<file path="src/rtl/i2s_wavetable_synth.sv">
// Polyphonic wavetable synthesiser: per-frame sequential voice mix with saturation,
// shifted out to an I2S codec (same sample on left and right).
module i2s_wavetable_synth #(
  parameter int NUM_VOICES  = 12,
  parameter int TABLE_DEPTH = 8,
  parameter int SAMPLE_W    = 24,
  parameter int PHASE_W     = 16,
  parameter int KEY_SLOTS   = 4,
  localparam int AW = (TABLE_DEPTH > 1) ? $clog2(TABLE_DEPTH) : 1,
  localparam int VW = (NUM_VOICES > 1) ? $clog2(NUM_VOICES) : 1
) (
  input  logic                   CLK,
  input  logic                   RESET,
  input  logic                   SCLK,
  input  logic                   LRCLK,
  output logic                   Dout,
  input  logic [8*KEY_SLOTS-1:0] keycode,
  input  logic [AW-1:0]          tbl_address,
  input  logic                   tbl_write,
  input  logic [31:0]            tbl_writedata,
  output logic [31:0]            tbl_readdata,
  input  logic [VW-1:0]          cfg_voice,
  input  logic                   cfg_write,
  input  logic [7:0]             cfg_key,
  input  logic [PHASE_W-1:0]     cfg_step,
  output logic                   clip
);

  localparam int ACC_W = SAMPLE_W + VW + 1;
  localparam int CW    = $clog2(SAMPLE_W + 1);
  localparam logic [VW-1:0] LAST_V = VW'(NUM_VOICES - 1);
  localparam logic signed [ACC_W-1:0] ACC_MAX =
    {{(ACC_W-SAMPLE_W+1){1'b0}}, {(SAMPLE_W-1){1'b1}}};
  localparam logic signed [ACC_W-1:0] ACC_MIN =
    {{(ACC_W-SAMPLE_W+1){1'b1}}, {(SAMPLE_W-1){1'b0}}};
  localparam logic signed [SAMPLE_W-1:0] SAT_MAX = {1'b0, {(SAMPLE_W-1){1'b1}}};
  localparam logic signed [SAMPLE_W-1:0] SAT_MIN = {1'b1, {(SAMPLE_W-1){1'b0}}};

  typedef enum logic [1:0] {S_IDLE, S_ACCUM, S_SAT} state_t;

  state_t r_state, w_state_next;

  logic [1:0] r_sclk_sync, r_lr_sync;
  logic       r_sclk_d, r_lr_d;
  logic       w_sclk_fall, w_lr_fall, w_lr_rise, w_tick;

  logic signed [SAMPLE_W-1:0] r_table [TABLE_DEPTH];
  logic [7:0]                 r_key   [NUM_VOICES];
  logic [PHASE_W-1:0]         r_step  [NUM_VOICES];
  logic [PHASE_W-1:0]         r_phase [NUM_VOICES];
  logic [KEY_SLOTS-1:0]       w_hit   [NUM_VOICES];
  logic [NUM_VOICES-1:0]      w_active;

  logic signed [ACC_W-1:0]    r_acc;
  logic [VW-1:0]              r_vidx;
  logic signed [SAMPLE_W-1:0] r_held, r_out;
  logic [PHASE_W-1:0]         w_phase_sel;
  logic signed [SAMPLE_W-1:0] w_entry, w_sat_val;
  logic signed [ACC_W-1:0]    w_term;
  logic                       w_clamp_hi, w_clamp_lo, w_clip;

  logic [SAMPLE_W-1:0]        r_shift, w_load_val;
  logic [CW-1:0]              r_bitcnt;
  logic                       r_dout;
  logic                       w_unused_bits;

  // Two-flop synchronisers plus one delay flop for edge detection.
  always_ff @(posedge CLK) begin
    if (RESET) begin
      r_sclk_sync <= '0;
      r_lr_sync   <= '0;
      r_sclk_d    <= 1'b0;
      r_lr_d      <= 1'b0;
    end else begin
      r_sclk_sync <= {r_sclk_sync[0], SCLK};
      r_lr_sync   <= {r_lr_sync[0], LRCLK};
      r_sclk_d    <= r_sclk_sync[1];
      r_lr_d      <= r_lr_sync[1];
    end
  end

  assign w_sclk_fall = r_sclk_d & ~r_sclk_sync[1];
  assign w_lr_fall   = r_lr_d & ~r_lr_sync[1];
  assign w_lr_rise   = ~r_lr_d & r_lr_sync[1];
  assign w_tick      = (r_state == S_IDLE) && w_lr_fall;

  always_ff @(posedge CLK) begin
    if (RESET) begin
      for (int i = 0; i < TABLE_DEPTH; i++) r_table[i] <= '0;
    end else if (tbl_write) begin
      r_table[tbl_address] <= tbl_writedata[31 -: SAMPLE_W];
    end
  end

  assign tbl_readdata  = {{(32-SAMPLE_W){1'b0}}, r_table[tbl_address]};
  assign w_unused_bits = ^tbl_writedata[31-SAMPLE_W:0];

  genvar gi, si;
  generate
    for (gi = 0; gi < NUM_VOICES; gi++) begin : g_voice
      for (si = 0; si < KEY_SLOTS; si++) begin : g_slot
        assign w_hit[gi][si] = (keycode[8*si +: 8] == r_key[gi]);
      end
      assign w_active[gi] = (r_key[gi] != 8'd0) && (|w_hit[gi]);
    end
  endgenerate

  // An idle voice parks its phase at 0 so the next key press restarts the wave.
  always_ff @(posedge CLK) begin
    if (RESET) begin
      for (int v = 0; v < NUM_VOICES; v++) begin
        r_key[v]   <= '0;
        r_step[v]  <= '0;
        r_phase[v] <= '0;
      end
    end else begin
      for (int v = 0; v < NUM_VOICES; v++) begin
        if (!w_active[v])
          r_phase[v] <= '0;
        else if (w_tick)
          r_phase[v] <= r_phase[v] + r_step[v];
        if (cfg_write && (cfg_voice == VW'(v))) begin
          r_key[v]  <= cfg_key;
          r_step[v] <= cfg_step;
        end
      end
    end
  end

  assign w_phase_sel = r_phase[r_vidx];
  assign w_entry     = r_table[w_phase_sel[PHASE_W-1 -: AW]];
  assign w_term      = w_active[r_vidx] ?
                       {{(ACC_W-SAMPLE_W){w_entry[SAMPLE_W-1]}}, w_entry} : '0;
  assign w_clamp_hi  = (r_acc > ACC_MAX);
  assign w_clamp_lo  = (r_acc < ACC_MIN);

  always_ff @(posedge CLK) begin
    if (RESET) r_state <= S_IDLE;
    else       r_state <= w_state_next;
  end

  always_comb begin
    w_state_next = r_state;
    w_clip       = 1'b0;
    w_sat_val    = r_acc[SAMPLE_W-1:0];
    if (w_clamp_hi)      w_sat_val = SAT_MAX;
    else if (w_clamp_lo) w_sat_val = SAT_MIN;
    case (r_state)
      S_IDLE:  if (w_lr_fall) w_state_next = S_ACCUM;
      S_ACCUM: if (r_vidx == LAST_V) w_state_next = S_SAT;
      S_SAT: begin
        w_state_next = S_IDLE;
        w_clip       = w_clamp_hi | w_clamp_lo;
      end
      default: w_state_next = S_IDLE;
    endcase
  end

  always_ff @(posedge CLK) begin
    if (RESET) begin
      r_acc  <= '0;
      r_vidx <= '0;
      r_held <= '0;
      r_out  <= '0;
    end else begin
      case (r_state)
        S_IDLE: if (w_lr_fall) begin
          r_out  <= r_held;
          r_acc  <= '0;
          r_vidx <= '0;
        end
        S_ACCUM: begin
          r_acc  <= r_acc + w_term;
          r_vidx <= r_vidx + 1'b1;
        end
        S_SAT:   r_held <= w_sat_val;
        default: ;
      endcase
    end
  end

  assign clip = w_clip;

  // Load the value out_sample takes this cycle so both channels carry the same frame.
  assign w_load_val = w_tick ? r_held : r_out;

  always_ff @(posedge CLK) begin
    if (RESET) begin
      r_shift  <= '0;
      r_bitcnt <= '0;
      r_dout   <= 1'b0;
    end else begin
      if (w_sclk_fall)
        r_dout <= (r_bitcnt != '0) ? r_shift[SAMPLE_W-1] : 1'b0;
      if (w_lr_fall || w_lr_rise) begin
        r_shift  <= w_load_val;
        r_bitcnt <= CW'(SAMPLE_W);
      end else if (w_sclk_fall && (r_bitcnt != '0)) begin
        r_shift  <= r_shift << 1;
        r_bitcnt <= r_bitcnt - 1'b1;
      end
    end
  end

  assign Dout = r_dout;

endmodule

</file>
<file path="config.mk">
export PLATFORM = sky130hd
export DESIGN_NAME = i2s_wavetable_synth
export DESIGN_NICKNAME = d
export VERILOG_FILES = /design/src/rtl/i2s_wavetable_synth.sv
export SDC_FILE = /design/constraint.sdc
export NUM_CORES = 2
export LEC_CHECK = 0
export ABC_CLOCK_PERIOD_IN_PS = 6300
export BUFFER_PORTS_ARGS = -buffer_cell sky130_fd_sc_hd__buf_2
export CAP_MARGIN = 20
export CORE_ASPECT_RATIO = 1.25
export CORE_MARGIN = 2
export CORE_UTILIZATION = 57
export CTS_CLUSTER_SIZE = 12
export DETAILED_ROUTE_END_ITERATION = 8
export PLACE_DENSITY = 0.77
export REMOVE_ABC_BUFFERS = 1
export SLEW_MARGIN = 0
export SYNTH_ARGS = -nofsm -noshare
export SYNTH_HDL_FRONTEND = slang
export SYNTH_SLANG_ARGS = --single-unit
</file>
<file path="constraint.sdc">
create_clock -name CLK -period 6.3 [get_ports CLK]
set_clock_uncertainty 0.05 [all_clocks]
set_input_delay 1.89 -clock CLK [delete_from_list [all_inputs] [get_ports CLK]]
set_output_delay 1.89 -clock CLK [all_outputs]
set_load 0.01 [all_outputs]
</file>
==> qor.csv <==
stage,metric,value,unit
hold_path,worst hold stages,1,
worst_setup_path,R2R depth,21,
synthesis,ranking of synthesized cells by area,"edfxtp_1 45%, xnor2_1 8.4%, ha_1 5.9%",
die,Initial Util,0.574,
synthesis,sequential-to-total area share from yosys stat,0.503,
die,chip width,255,um
die,Die Ht,318,um
worst_setup_path,crit path DAT,6.62,ns
clock_network,clock latency on the worst-skew pair,0.66,ns
timing,Slew HR,0.180,
global_route,initial antenna violation count,4,
pwr,Worst VDD drop,0.247,mV
timing,Worst-Margin Slew,1.23,ns
worst_setup_path,Worst Setup End Kind,flop,
run_status,status,completed,
timing,final worst-path cycle share,0.980,
die,core area,78400,um^2
final_layout,Area Growth Syn to Fin,13.5,%
final_layout,"most common cell after layout, fill and taps aside",edfxtp_1,
clock_network,Clock Path Buffers,3,
pwr,Power per Cell Area,238,nW/um^2
final_layout,layout cell share with drive strength beyond 1,0.150,
timing,crit path time final,6.17,ns
final_layout,final std cells w/o fill,5444,
placement,port bufs,118,
clock_network,"Hold-fix buffers, CTS",0,
global_route,pin count of the biggest net entering global routing,57,
routing,routed wire length,118000,um
run,Max Cap Violations,0,
routing,Final ANT Viol Nets,0,
placement,Inst Count DP,5293,
timing,final setup vio count,0,
worst_setup_path,crit-path max FO,8,
routing,wire per inst,21.6,um
final_layout,nets,4657,
die,# rows,115,
synthesis,share of the synthesized area in the top cell type,0.448,
die,io pins,135,
die,die area,81200,um^2
synthesis,cell area after synthesis,45000,um^2
worst_setup_path,CP required,6.75,ns
synthesis,Post-Synthesis Cells,4152,
global_route,grt ovf,0,
clock_network,H-tree depth,3,
routing,Via Count,32698,
placement,post-DP HPWL,76800,um
clock_network,clock transition at the registers of the reported paths,0.06,ns
synthesis,yosys warns,0,
clock_network,root buffer selected by CTS,clkbuf_16,
routing,DR pass1 iterations,6,
pwr,Tot Pwr,12200,uW
synthesis,Cell variety after synth,62,
global_route,first-pass GRT wire length,180000,um
synthesis,main flop type after synthesis,edfxtp_1,
clock_network,number of buffers created by CTS,82,
synthesis,Post-synth EDFFs,672,
global_route,GRT Resource Usage Total,0.284,
global_route,vias in the first global route,32603,
synthesis,fraction of registers with async set/reset,0,
routing,via/cell ratio,6.01,
timing,Fin. Hold Viols,0,
worst_setup_path,Worst R2R Setup Slack,0.53,ns
hold_path,Hold Crit Class,flop to flop,
timing,Final Max Tran Viols,0,
routing,Iter 0 DRT Violations,3063,
clock_network,Clock Sinks,795,
synthesis,Syn Area/Cell,10.8,um^2
final_layout,Filler cells,5854,
synthesis,Synth area leader,edfxtp_1,
placement,placer congestion estimate,0.924,
final_layout,"commonest non-fill, non-tap cells in the layout","672 x edfxtp_1, 581 x nor2_1, 430 x xnor2_1",
final_layout,antenna cells,0,
routing,DRC viols,0,
worst_setup_path,startpoint types,input port,
synthesis,post-synthesis register bit count,795,
timing,worst setup margin,0.128,ns
timing,Peak Freq,162,MHz
pwr,leakage,0.0200,uW
placement,pre-CTS setup slack,-0.943,ns
worst_setup_path,WS Path Type,input port to flop,
clock_network,CTS tree,yes,
state kept, by name, indices dropped and copies added (netlist names), named ones only:
signal	count
r_state	2
r_step	192
r_held	24
r_acc	29
r_sclk_sync	2
r_lr_d	1
r_sclk_d	1
r_table	192
r_lr_sync	2
r_phase	192
r_shift	24
r_key	96
r_vidx	4
Dout	1
r_out	24
r_bitcnt	5
synth_stat cells, types with 62 or more instances:
| cell | count |
|---|---|
| xor2_1 | 122 |
| a21oi_1 | 204 |
| o21ai_0 | 69 |
| a21o_1 | 62 |
| xnor2_1 | 430 |
| a22oi_1 | 97 |
| nand4_1 | 108 |
| ha_1 | 212 |
| edfxtp_1 | 672 |
| clkbuf_1 | 189 |
| and2_1 | 203 |
| nor3_1 | 89 |
| dfxtp_1 | 123 |
| inv_1 | 107 |
| nor2_1 | 589 |
| nand2_1 | 180 |
where the power goes:
part           leakage [uW]  internal, uW  switching [uW]  total [uW]
logic                0.0107           568             739        1310
registers           0.00796          5920             183        6100
clock network       0.00127          2710            2040        4750
layer usage:
metal  vias up  track usage  part of all wire  wire [um]
met5         -            0           0.00037         43
met4         6        0.161             0.059       6920
met1     15792        0.335              0.37      43900
met2      1407        0.494              0.49      57800
met3       396       0.0439             0.076       8930
li1      15097            -                 -          -
repair_timing:
item	CTS	global route
pin swaps	2	14
setup buffers	0	6
setup endpoints to repair	8	12
resized for setup	22	32
hold endpoints to repair	0	0
through the flow:
stage	hold slack (ns)	util	cell area (um^2)	TNS, ns
detailed placement	0.384	0.615	48200	-11.03
global placement	0.381	0.615	48200	-10.02
CTS	0.398	0.649	50900	0
global route	0.415	0.651	51100	-0.0342
floorplan	0.364	-	43700	-53.01
finish	0.395	0.651	51100	0
worst max-delay path, cell delays in order:
cell     delay [ns]
buf_4          0.17
xnor2_1        0.14
nand4_1        0.11
nor2_1         0.06
nor4_1         0.26
a21oi_1        0.14
buf_4          0.21
mux4_2         0.49
a22o_1         0.27
a21oi_4        0.21
buf_6          0.18
nor2_1         0.06
ha_2           0.19
fa_2           0.39
a21oi_4        0.19
nor2_2         0.07
o311a_1        0.34
buf_4          0.15
o31a_1         0.30
o21a_1         0.20
o21ai_2        0.13
nand2_1        0.08
a21oi_2        0.14
xor2_1         0.15
o21ai_0        0.08
logic make-up after synthesis:
logic type / count (synthesis) / share of synthesized area
other cells: 1 / 0.0000833
simple gates: 1473 / 0.158
mux: 122 / 0.0436
compound gates: 581 / 0.0838
buf+inv: 403 / 0.0389
xor+xnor: 552 / 0.107
fa+ha+maj: 225 / 0.0647
flops: 795 / 0.503
path summary, 6_finish.rpt:
path | from | end
setup / recovery | keycode[9] | r_acc[16]
hold / removal | r_sclk_sync[0] | r_sclk_sync[1]
setup reg to reg | flop | r_acc[28]
hold reg to reg | r_sclk_sync[0] | r_sclk_sync[1]
cell type report:
cell class	instances	area, um^2	area share
Tap cell	1053	1320	0.0258
Multi-Input combinational cell	2961	20900	0.410
Clock buffer	128	2400	0.0471
Timing Repair Buffer	384	3210	0.0628
Sequential cell	795	22600	0.443
Clock inverter	16	175	0.00343
Inverter	107	402	0.00786
No activity file was read; power rests on OpenSTA's default activity.
